### src/rtl/alu_operand_sequencer.sv
// Operand/accumulator stage in front of the 8-bit ALU.
// Holds A, B and sub for the ALU inputs and sequences LDA/ADD/SUB/OUT requests.
// It writes the ALU result back into A and captures the Z and C flags.
module alu_operand_sequencer #(
  parameter int DATA_W        = 8,
  parameter int SETTLE_CYCLES = 1
) (
  input  logic              clk,
  input  logic              reset,
  input  logic              op_valid,
  output logic              op_ready,
  input  logic [1:0]        op_code,
  input  logic [DATA_W-1:0] op_data,
  output logic [DATA_W-1:0] alu_a,
  output logic [DATA_W-1:0] alu_b,
  output logic              alu_sub,
  input  logic [DATA_W-1:0] alu_result,
  input  logic              alu_carry,
  output logic [DATA_W-1:0] a_q,
  output logic              flag_z,
  output logic              flag_c,
  output logic [DATA_W-1:0] out_q,
  output logic              done
);

  localparam logic [1:0] OP_LDA = 2'b00;
  localparam logic [1:0] OP_ADD = 2'b01;
  localparam logic [1:0] OP_SUB = 2'b10;
  localparam logic [1:0] OP_OUT = 2'b11;

  // Settle counter reload value; SETTLE_CYCLES is limited to 1..15, so 4 bits are enough.
  localparam logic [3:0] CNT_INIT = 4'(SETTLE_CYCLES - 1);

  typedef enum logic [1:0] {
    ST_IDLE   = 2'd0,
    ST_SETTLE = 2'd1,
    ST_WB     = 2'd2
  } state_t;

  state_t            r_state;
  state_t            w_state_next;
  logic [3:0]        r_cnt;
  logic [3:0]        w_cnt_next;
  logic [DATA_W-1:0] r_a;
  logic [DATA_W-1:0] r_b;
  logic              r_sub;
  logic [DATA_W-1:0] r_out;
  logic              r_flag_z;
  logic              r_flag_c;
  logic              r_done;
  logic              w_accept;
  logic              w_arith;

  assign op_ready = (r_state == ST_IDLE);
  assign w_accept = op_valid & op_ready;
  // ADD and SUB are the only requests that go through the ALU.
  assign w_arith  = (op_code == OP_ADD) || (op_code == OP_SUB);

  assign alu_a   = r_a;
  assign alu_b   = r_b;
  assign alu_sub = r_sub;
  assign a_q     = r_a;
  assign flag_z  = r_flag_z;
  assign flag_c  = r_flag_c;
  assign out_q   = r_out;
  assign done    = r_done;

  // State register and settle counter.
  always_ff @(posedge clk or posedge reset) begin
    if (reset) begin
      r_state <= ST_IDLE;
      r_cnt   <= 4'd0;
    end else begin
      r_state <= w_state_next;
      r_cnt   <= w_cnt_next;
    end
  end

  // Next-state logic. LDA and OUT complete in IDLE; ADD and SUB wait in SETTLE before writeback.
  always_comb begin
    w_state_next = r_state;
    w_cnt_next   = r_cnt;
    case (r_state)
      ST_IDLE: begin
        if (w_accept && w_arith) begin
          w_state_next = ST_SETTLE;
          w_cnt_next   = CNT_INIT;
        end
      end
      ST_SETTLE: begin
        if (r_cnt == 4'd0) begin
          w_state_next = ST_WB;
        end else begin
          w_cnt_next = r_cnt - 4'd1;
        end
      end
      ST_WB: begin
        w_state_next = ST_IDLE;
      end
      default: begin
        w_state_next = ST_IDLE;
        w_cnt_next   = 4'd0;
      end
    endcase
  end

  // Datapath: operand capture on accept, result and flag writeback in WB, and the done pulse.
  always_ff @(posedge clk or posedge reset) begin
    if (reset) begin
      r_a      <= '0;
      r_b      <= '0;
      r_sub    <= 1'b0;
      r_out    <= '0;
      r_flag_z <= 1'b0;
      r_flag_c <= 1'b0;
      r_done   <= 1'b0;
    end else begin
      r_done <= 1'b0;
      if (w_accept) begin
        case (op_code)
          OP_LDA: begin
            r_a    <= op_data;
            r_done <= 1'b1;
          end
          OP_OUT: begin
            r_out  <= r_a;
            r_done <= 1'b1;
          end
          default: begin
            // b and sub stay on the ALU after WB until the next ADD/SUB.
            r_b   <= op_data;
            r_sub <= (op_code == OP_SUB);
          end
        endcase
      end
      if (r_state == ST_WB) begin
        r_a      <= alu_result;
        r_flag_c <= alu_carry;
        r_flag_z <= (alu_result == '0);
        r_done   <= 1'b1;
      end
    end
  end

endmodule
### config.mk
export PLATFORM = sky130hd
export DESIGN_NAME = alu_operand_sequencer
export DESIGN_NICKNAME = d
export VERILOG_FILES = /design/src/rtl/alu_operand_sequencer.sv
export SDC_FILE = /design/constraint.sdc
export NUM_CORES = 1
export LEC_CHECK = 0
export CORE_ASPECT_RATIO = 1.5
export CORE_MARGIN = 5
export CORE_UTILIZATION = 32
export DETAILED_ROUTE_END_ITERATION = 8
export GPL_TIMING_DRIVEN = 0
export PLACE_DENSITY = 0.69
export SLEW_MARGIN = 40
export SYNTH_ARGS = -nofsm -noshare
export SYNTH_HDL_FRONTEND = slang
export SYNTH_SLANG_ARGS = --single-unit
### constraint.sdc
create_clock -name clk -period 4.5 [get_ports clk]
set_input_delay 0.9 -clock clk [delete_from_list [all_inputs] [get_ports clk]]
set_output_delay 0.9 -clock clk [all_outputs]
set_load 0.01 [all_outputs]
==> metrics.md, run 1 <==
| Metric | Value |
|---|---|
| Crit path kind | reg -> out |
| Layout cells sized above 1 | 0.302 |
| Synth top area share | 0.492 |
| CP Capture Type | output pin |
| Cell chain of the critical path | buf_6, nor2_2, clkdlybuf4s50_1 |
| VDD IR-drop max | 285 uV |
| Post-Place Cells | 249 |
| RSZ-0062 raised after global routing | false |
| Slew HR | 0.611 |
| Critical path launch point | r_state[0]$_DFFE_PP0P_ |
| Final setup viols | 0 |
| 1st-iter DRT viols | 25 |
| Post-route DRC | 0 |
| Yosys warns | 0 |
| Crit path to | op_ready |
| Clk sink count | 34 |
| Root Buffer | clkbuf_8 |
| HPWL after detailed placement | 2740 um |
| Max-cap violations | 0 |
| Post-synth top flop | dfrtp_1 |
| Synth Cell Area | 0.00173 mm^2 |
| Detailed Routing Iterations Pass 1 | 4 |
| Hold slack | ~0.49 ns |
| Antenna-violating nets left | 0 |
| Input/output buffers | 58 |
| R2r setup slk | 2.89 ns |
| Clock transition at path regs | 0.07 ns |
| Avg WL per Cell | 13.6 um |
| Hold depth | 1 |
| Total die area | 0.00701 mm^2 |
| Largest net degree at the start of global routing | 35 |
| WP data arrival | around 1.5 ns |
| Cells on worst reg2reg path | 5 |
| Cells after synthesis | roughly 120 |
| Cell taking the most area after synthesis | dfrtp_1 |
| Status | completed |
| Clk_skew | 0.00665 ns |
| Worst-Margin Slew | slightly below 0.6 ns |
| TNS Setup | 0 ns |
| Max incr delay on CP | 0.55 ns |
| Post-route insts no fill | 257 |
| Reg2reg end | r_cnt[0]$_DFFE_PP0P_ |
| Total global routing overflow | 0 |
| EDFF count, synth | 0 |
| Synthesized net count | 149 |
| TritonCTS clock tree | yes |
| Min Tclk post-route | 2.43 ns |
| Buffers and inverters on the worst path | 2 |
| Via density | 4.43 |
| Critical Path Stages | 3 |
| First-pass GRT wire length | 5910 um |
| Num ports | 59 |
| Worst path slowest cell | clkdlybuf4s50_1 |
| WP data required | roughly 3.6 ns |
| Core footprint | 0.00520 mm^2 |
| Fmax | 0.411 GHz |
| Starting density of the core | 0.332 |
| Vias in the first global route | 1,234 |
| P&R area growth vs syn | 44.0% |
| Cell variety after synth | 31 |
| Syn_area_per_cell | 14.1 um^2 |
| CP max FO | 10 |
| Post-CTS sizing | 0 |
| Antenna violations before repair | 0 |
| Die X | between 70 and 80 um |
| CTS Buf Count | 5 |
| Pleak | 1.09 nW |
| Std cell rows | 32 |
| Part of the Yosys area used for sequential elements | 0.492 |
| Clk buf depth | 2 |
| Pwr/cell area | 496 mW/mm^2 |
| GRT Total Usage | 0.106 |
| RePlAce Congestion | 0.750 |
| Vias | 1,138 |
| Hold bufs inserted after CTS | 0 |
| Nets@finish | 214 |
| Largest cells by area after synthesis | dfrtp_1 49%, mux2_4 19%, mux2_2 5.9% |
| #FFs+latches synth | 34 |
| Delay-heaviest family, CP | buffers and inverters |
| Ys async rst share | 1.00 |
| CP Launch Type | flop |
| Clk_lat worst skew | 0.28 ns |
| Ant. Diodes | 0 |
| Critical R2R Launch | r_cnt[0]$_DFFE_PP0P_ |
| Chip height | 100 um |
| Max Slew Vio Count | 0 |
| Period utilization | 0.540 |
| Final Hold Vio Count | 0 |
| Post-Route WL | 3500 um |
| Post-CTS Setup Inserts | 0 |
| Tightest Hold Check Type | reg -> reg |
| H-tree Lvls | 2 |
sequential cells by signal (all words and copies together), names as in the netlist, 2 cells and up:
register and count:
alu_b 8, r_cnt 4, a_q 8, out_q 8, r_state 2
cells by family after synthesis:
family / count (synthesis) / synth area share
muxes: 35 / 0.275
AOI/OAI and AO/OA: 8 / 0.0318
DFF: 34 / 0.492
buffers and inverters: 19 / 0.0781
adders and majority gates: 4 / 0.0289
and+or+nand+nor: 23 / 0.0947
how the worst min path moves through the flow:
stage | start | to | slack (ns)
after global routing | alu_sub$_DFFE_PP0P_ | alu_sub$_DFFE_PP0P_ | 0.51
after global placement | alu_b[7]$_DFFE_PP0P_ | alu_b[7]$_DFFE_PP0P_ | 0.47
after CTS | alu_sub$_DFFE_PP0P_ | alu_sub$_DFFE_PP0P_ | 0.49
final | alu_sub$_DFFE_PP0P_ | alu_sub$_DFFE_PP0P_ | 0.49
after floorplan | r_cnt[3]$_DFFE_PP0P_ | r_cnt[3]$_DFFE_PP0P_ | 0.46
after detailed placement | alu_sub$_DFFE_PP0P_ | alu_sub$_DFFE_PP0P_ | 0.48
stage by stage:
stage | power [mW] | utilization | setup slack (ns) | instance area, um^2
3_5_place_dp | 1.02 | 0.460 | 1.83 | 2400
3_3_place_gp | 1.01 | 0.460 | 1.85 | 2400
5_1_grt | 1.30 | 0.479 | 2.00 | 2490
4_1_cts | 1.25 | 0.479 | 2.05 | 2490
6_report | 1.24 | 0.479 | 2.07 | 2490
2_1_floorplan | 0.719 | - | 2.45 | 1730
per-layer routing:
layer	GRT usage	vias up	share of wire	wire (um)
li1	-	552	-	-
met1	0.124	548	0.41	1450
met2	0.186	32	0.52	1820
met3	0.0271	6	0.055	194
met4	0.0398	0	0.012	42
met5	0	-	0	0
final cells by class:
type	count	area, um^2
Fill cell	469	2710
Sequential cell	34	851
Multi-Input combinational cell	70	744
Timing Repair Buffer	58	581
Buffer	12	109
Tap cell	68	85.1
Clock buffer	6	82.6
Inverter	7	27.5
Clock inverter	2	12.5
layout by cell type, fill, tap and decap left out, drive strengths merged, types with 2 or more instances in the layout:
cell and n:
buf 12, a21oi 2, ha 4, mux2 34, nor4 2, inv 6, nor2b 2, nor2 8
clkbuf 6, o21ai 2, nand2b 3, clkinv 2, dfrtp 34, clkdlybuf4s50 58
report_power, final:
group | total, mW | internal [mW] | switching [mW]
clock network | 0.235 | 0.123 | 0.112
registers | 0.465 | 0.398 | 0.0674
logic | 0.536 | 0.367 | 0.169
total | 1.24 | 0.888 | 0.349
cell usage after synthesis, types with 2 or more instances:
master,instances
dfrtp_1,34
o21ai_0,2
mux2_4,22
nor4_1,2
nand2b_1,3
buf_6,3
inv_1,7
mux2_1,3
a21oi_1,2
nor2_1,6
buf_4,8
mux2_2,9
ha_1,4
(Power assumes the default switching activity.)
==> run 2, diff against run 1 <==
- clock period: 4.5 -> 2.3 ns (I/O delays scaled with it)
==> results of run 2 <==
Same layout as run 1 (identical final DEF). Status: completed.
Among the figures that moved: setup slack after placement 1.83 ns -> 0.0718 ns; setup slack after layout 2.07 ns -> 0.310 ns; register-to-register setup slack 2.89 ns -> 0.69 ns; total power 1.24 mW -> 2.42 mW; worst IR drop on VDD 285 uV -> 557 uV
==> run 3, diff against run 2 <==
- CORE_MARGIN: 5 -> default
==> run 3 against run 2 <==
Effect of this change:
- setup slack improved by 0.0013 ns
- largest power group unchanged
- non-clock buffer count is the same
- register-to-register slack barely moved
- routed wire length decreased by 3.6%
- sequential power fell by 0.9%
- critical path type unchanged
- first-iteration DRC count rose by 60%
==> metrics.md, run 3 (same netlist as run 1, synthesis figures left out) <==
| Metric | Value |
|---|---|
| Antenna-violating nets left | 0 (unchanged) |
| Final core occ | 0.482 (+0.00274) |
| Num ports | 59 (unchanged) |
| VDD IR-drop max | 239 uV |
| CP Launch Type | flop |
| Clk sink count | 34 (unchanged) |
| Via density | 4.42 (about the same) |
| Met1 wire length | 1390 um (-4.3%) |
| Core footprint | 0.00516 mm^2 (-0.77%) |
| Max Slew Vio Count | 0 (unchanged) |
| 1st-iter DRT viols | 40 (+60%) |
| Ant. Diodes | 0 (unchanged) |
| CP Capture Type | output pin |
| Final setup viols | 0 (unchanged) |
| Clk_skew | 0.00166 ns (-0.00499 ns) |
| Status | completed |
| Hold bufs inserted after CTS | 0 (unchanged) |
| Chip height | 92.1 um (-8.0%) |
| WP data required | 1.84 ns |
| H-tree Lvls | 2 (unchanged) |
| # fillers | 441 (-6.0%) |
| Die X | 62.0 um (-11%) |
| R2r setup slk | 0.70 ns |
| Input/output buffers | 58 (unchanged) |
| Post-CTS sizing | 0 (unchanged) |
| Min Tclk post-route | 1.99 ns |
| Std cell rows | 32 (unchanged) |
| Antenna violations before repair | 0 (unchanged) |
| Commonest non-fill, non-tap cell in the layout | clkdlybuf4s50_1 |
| GRT Total Usage | 0.131 (+0.0244) |
| Period utilization | 0.865 |
| Pwr/cell area | 964 mW/mm^2 |
| Worst-Margin Slew | 0.711 ns (+0.128 ns) |
| Vias | 1,137 (-0.088%) |
| Post-route DRC | 0 (unchanged) |
| Most frequent cells in the layout | 58 x clkdlybuf4s50_1, 34 x dfrtp_1, 22 x mux2_4, 9 x mux2_2, 8 x buf_4 |
| Pleak | 1.10 nW (+0.13%) |
| CP max FO | 10 (unchanged) |
| Register area | 851 um^2 (unchanged) |
| Total die area | 0.00571 mm^2 (-19%) |
| RePlAce Congestion | 0.708 (-5.6%) |
| Final Hold Vio Count | 0 (unchanged) |
| Tightest Hold Check Type | reg -> reg |
| WP data arrival | 1.53 ns (about the same) |
| RSZ-0062 raised after global routing | false |
| Starting density of the core | 0.335 (+0.00258) |
| DR top layer | met4 |
| Detailed Routing Iterations Pass 1 | 4 (unchanged) |
| CTS Buf Count | 5 (unchanged) |
| Clk buf depth | 2 (unchanged) |
| HPWL after detailed placement | 2650 um (-3.6%) |
| TNS Setup | 0 ns (unchanged) |
| Largest net degree at the start of global routing | 35 (unchanged) |
| First-pass GRT wire length | 5420 um (-8.4%) |
| Root Buffer | clkbuf_8 |
| Post-Place Cells | 249 (unchanged) |
| Post-Route WL | 3380 um (-3.6%) |
| Layout cells sized above 1 | 0.296 (-0.00529) |
| Post-route insts no fill | 257 (unchanged) |
| Vias in the first global route | 1,135 (-8.0%) |
| Post-CTS Setup Inserts | 0 (unchanged) |
| Max-cap violations | 0 (unchanged) |
| Crit path kind | reg -> out |
| Total global routing overflow | 0 (unchanged) |
| TritonCTS clock tree | yes |
| Clock transition at path regs | 0.06 ns (about the same) |
| Slew HR | 0.526 (-0.0857) |
| Nets@finish | 214 (unchanged) |
| Clk_lat worst skew | 0.28 ns (about the same) |
| P&R area growth vs syn | 43.7% |
| Routed wire length on met2 | 1730 um (-5.0%) |
| Fmax | a little over 0.5 GHz |
| Met3 wire len | 209 um (+7.7%) |
| Avg WL per Cell | 13.1 um (-3.6%) |
| Area of the multi-input gates | 744 um^2 (unchanged) |
## run 3: metrics by stage
step | setup slack [ns] | total power [mW] | hold slack [ns] | instance area (um^2)
6_report | 0.311 | 2.40 | 0.485 | 2490
5_1_grt | 0.253 | 2.57 | 0.496 | 2490
4_1_cts | 0.292 | 2.44 | 0.490 | 2490
3_5_place_dp | 0.0883 | 1.98 | 0.475 | 2400
3_3_place_gp | 0.0924 | 1.96 | 0.467 | 2400
2_1_floorplan | 0.690 | 1.41 | 0.460 | 1730
## run 3: layout make-up
class,count,share of cell area
Timing Repair Buffer,58,0.233
Sequential cell,34,0.342
Buffer,12,0.0438
Tap cell,68,0.0342
Multi-Input combinational cell,70,0.299
Inverter,7,0.0106
Clock inverter,1,0.00201
Clock buffer,7,0.0347
## run 3: final timing paths
| path | depth (start not counted) | startpoint | to |
|---|---|---|---|
| worst max-delay path | 3 | r_state[0]$_DFFE_PP0P_ | op_ready |
| worst min-delay path | 1 | alu_b[7]$_DFFE_PP0P_ | alu_b[7]$_DFFE_PP0P_ |
| worst max register to register | 5 | r_cnt[0]$_DFFE_PP0P_ | r_cnt[1]$_DFFE_PP0P_ |
| worst min register to register | 1 | alu_b[7]$_DFFE_PP0P_ | alu_b[7]$_DFFE_PP0P_ |
| max in group asynchronous | 2 | reset | alu_b[0]$_DFFE_PP0P_ |
| min in group asynchronous | 2 | reset | r_cnt[0]$_DFFE_PP0P_ |
## run 3: routing by layer
layer  global-route usage  up-vias
met2                0.229       46
met3               0.0451        6
met5                    0        -
met1                0.132      533
met4               0.0574        0
li1                     -      552
## run 3: power by group
group	internal [mW]	switching (mW)
clock	0.241	0.206
combinational	0.717	0.331
sequential	0.779	0.123
total	1.74	0.660
## run 3: critical path, cell delays in order, from the launching register on
cell and delay, ns:
dfrtp_1 0.42, buf_6 0.16, nor2_2 0.12, clkdlybuf4s50_1 0.54
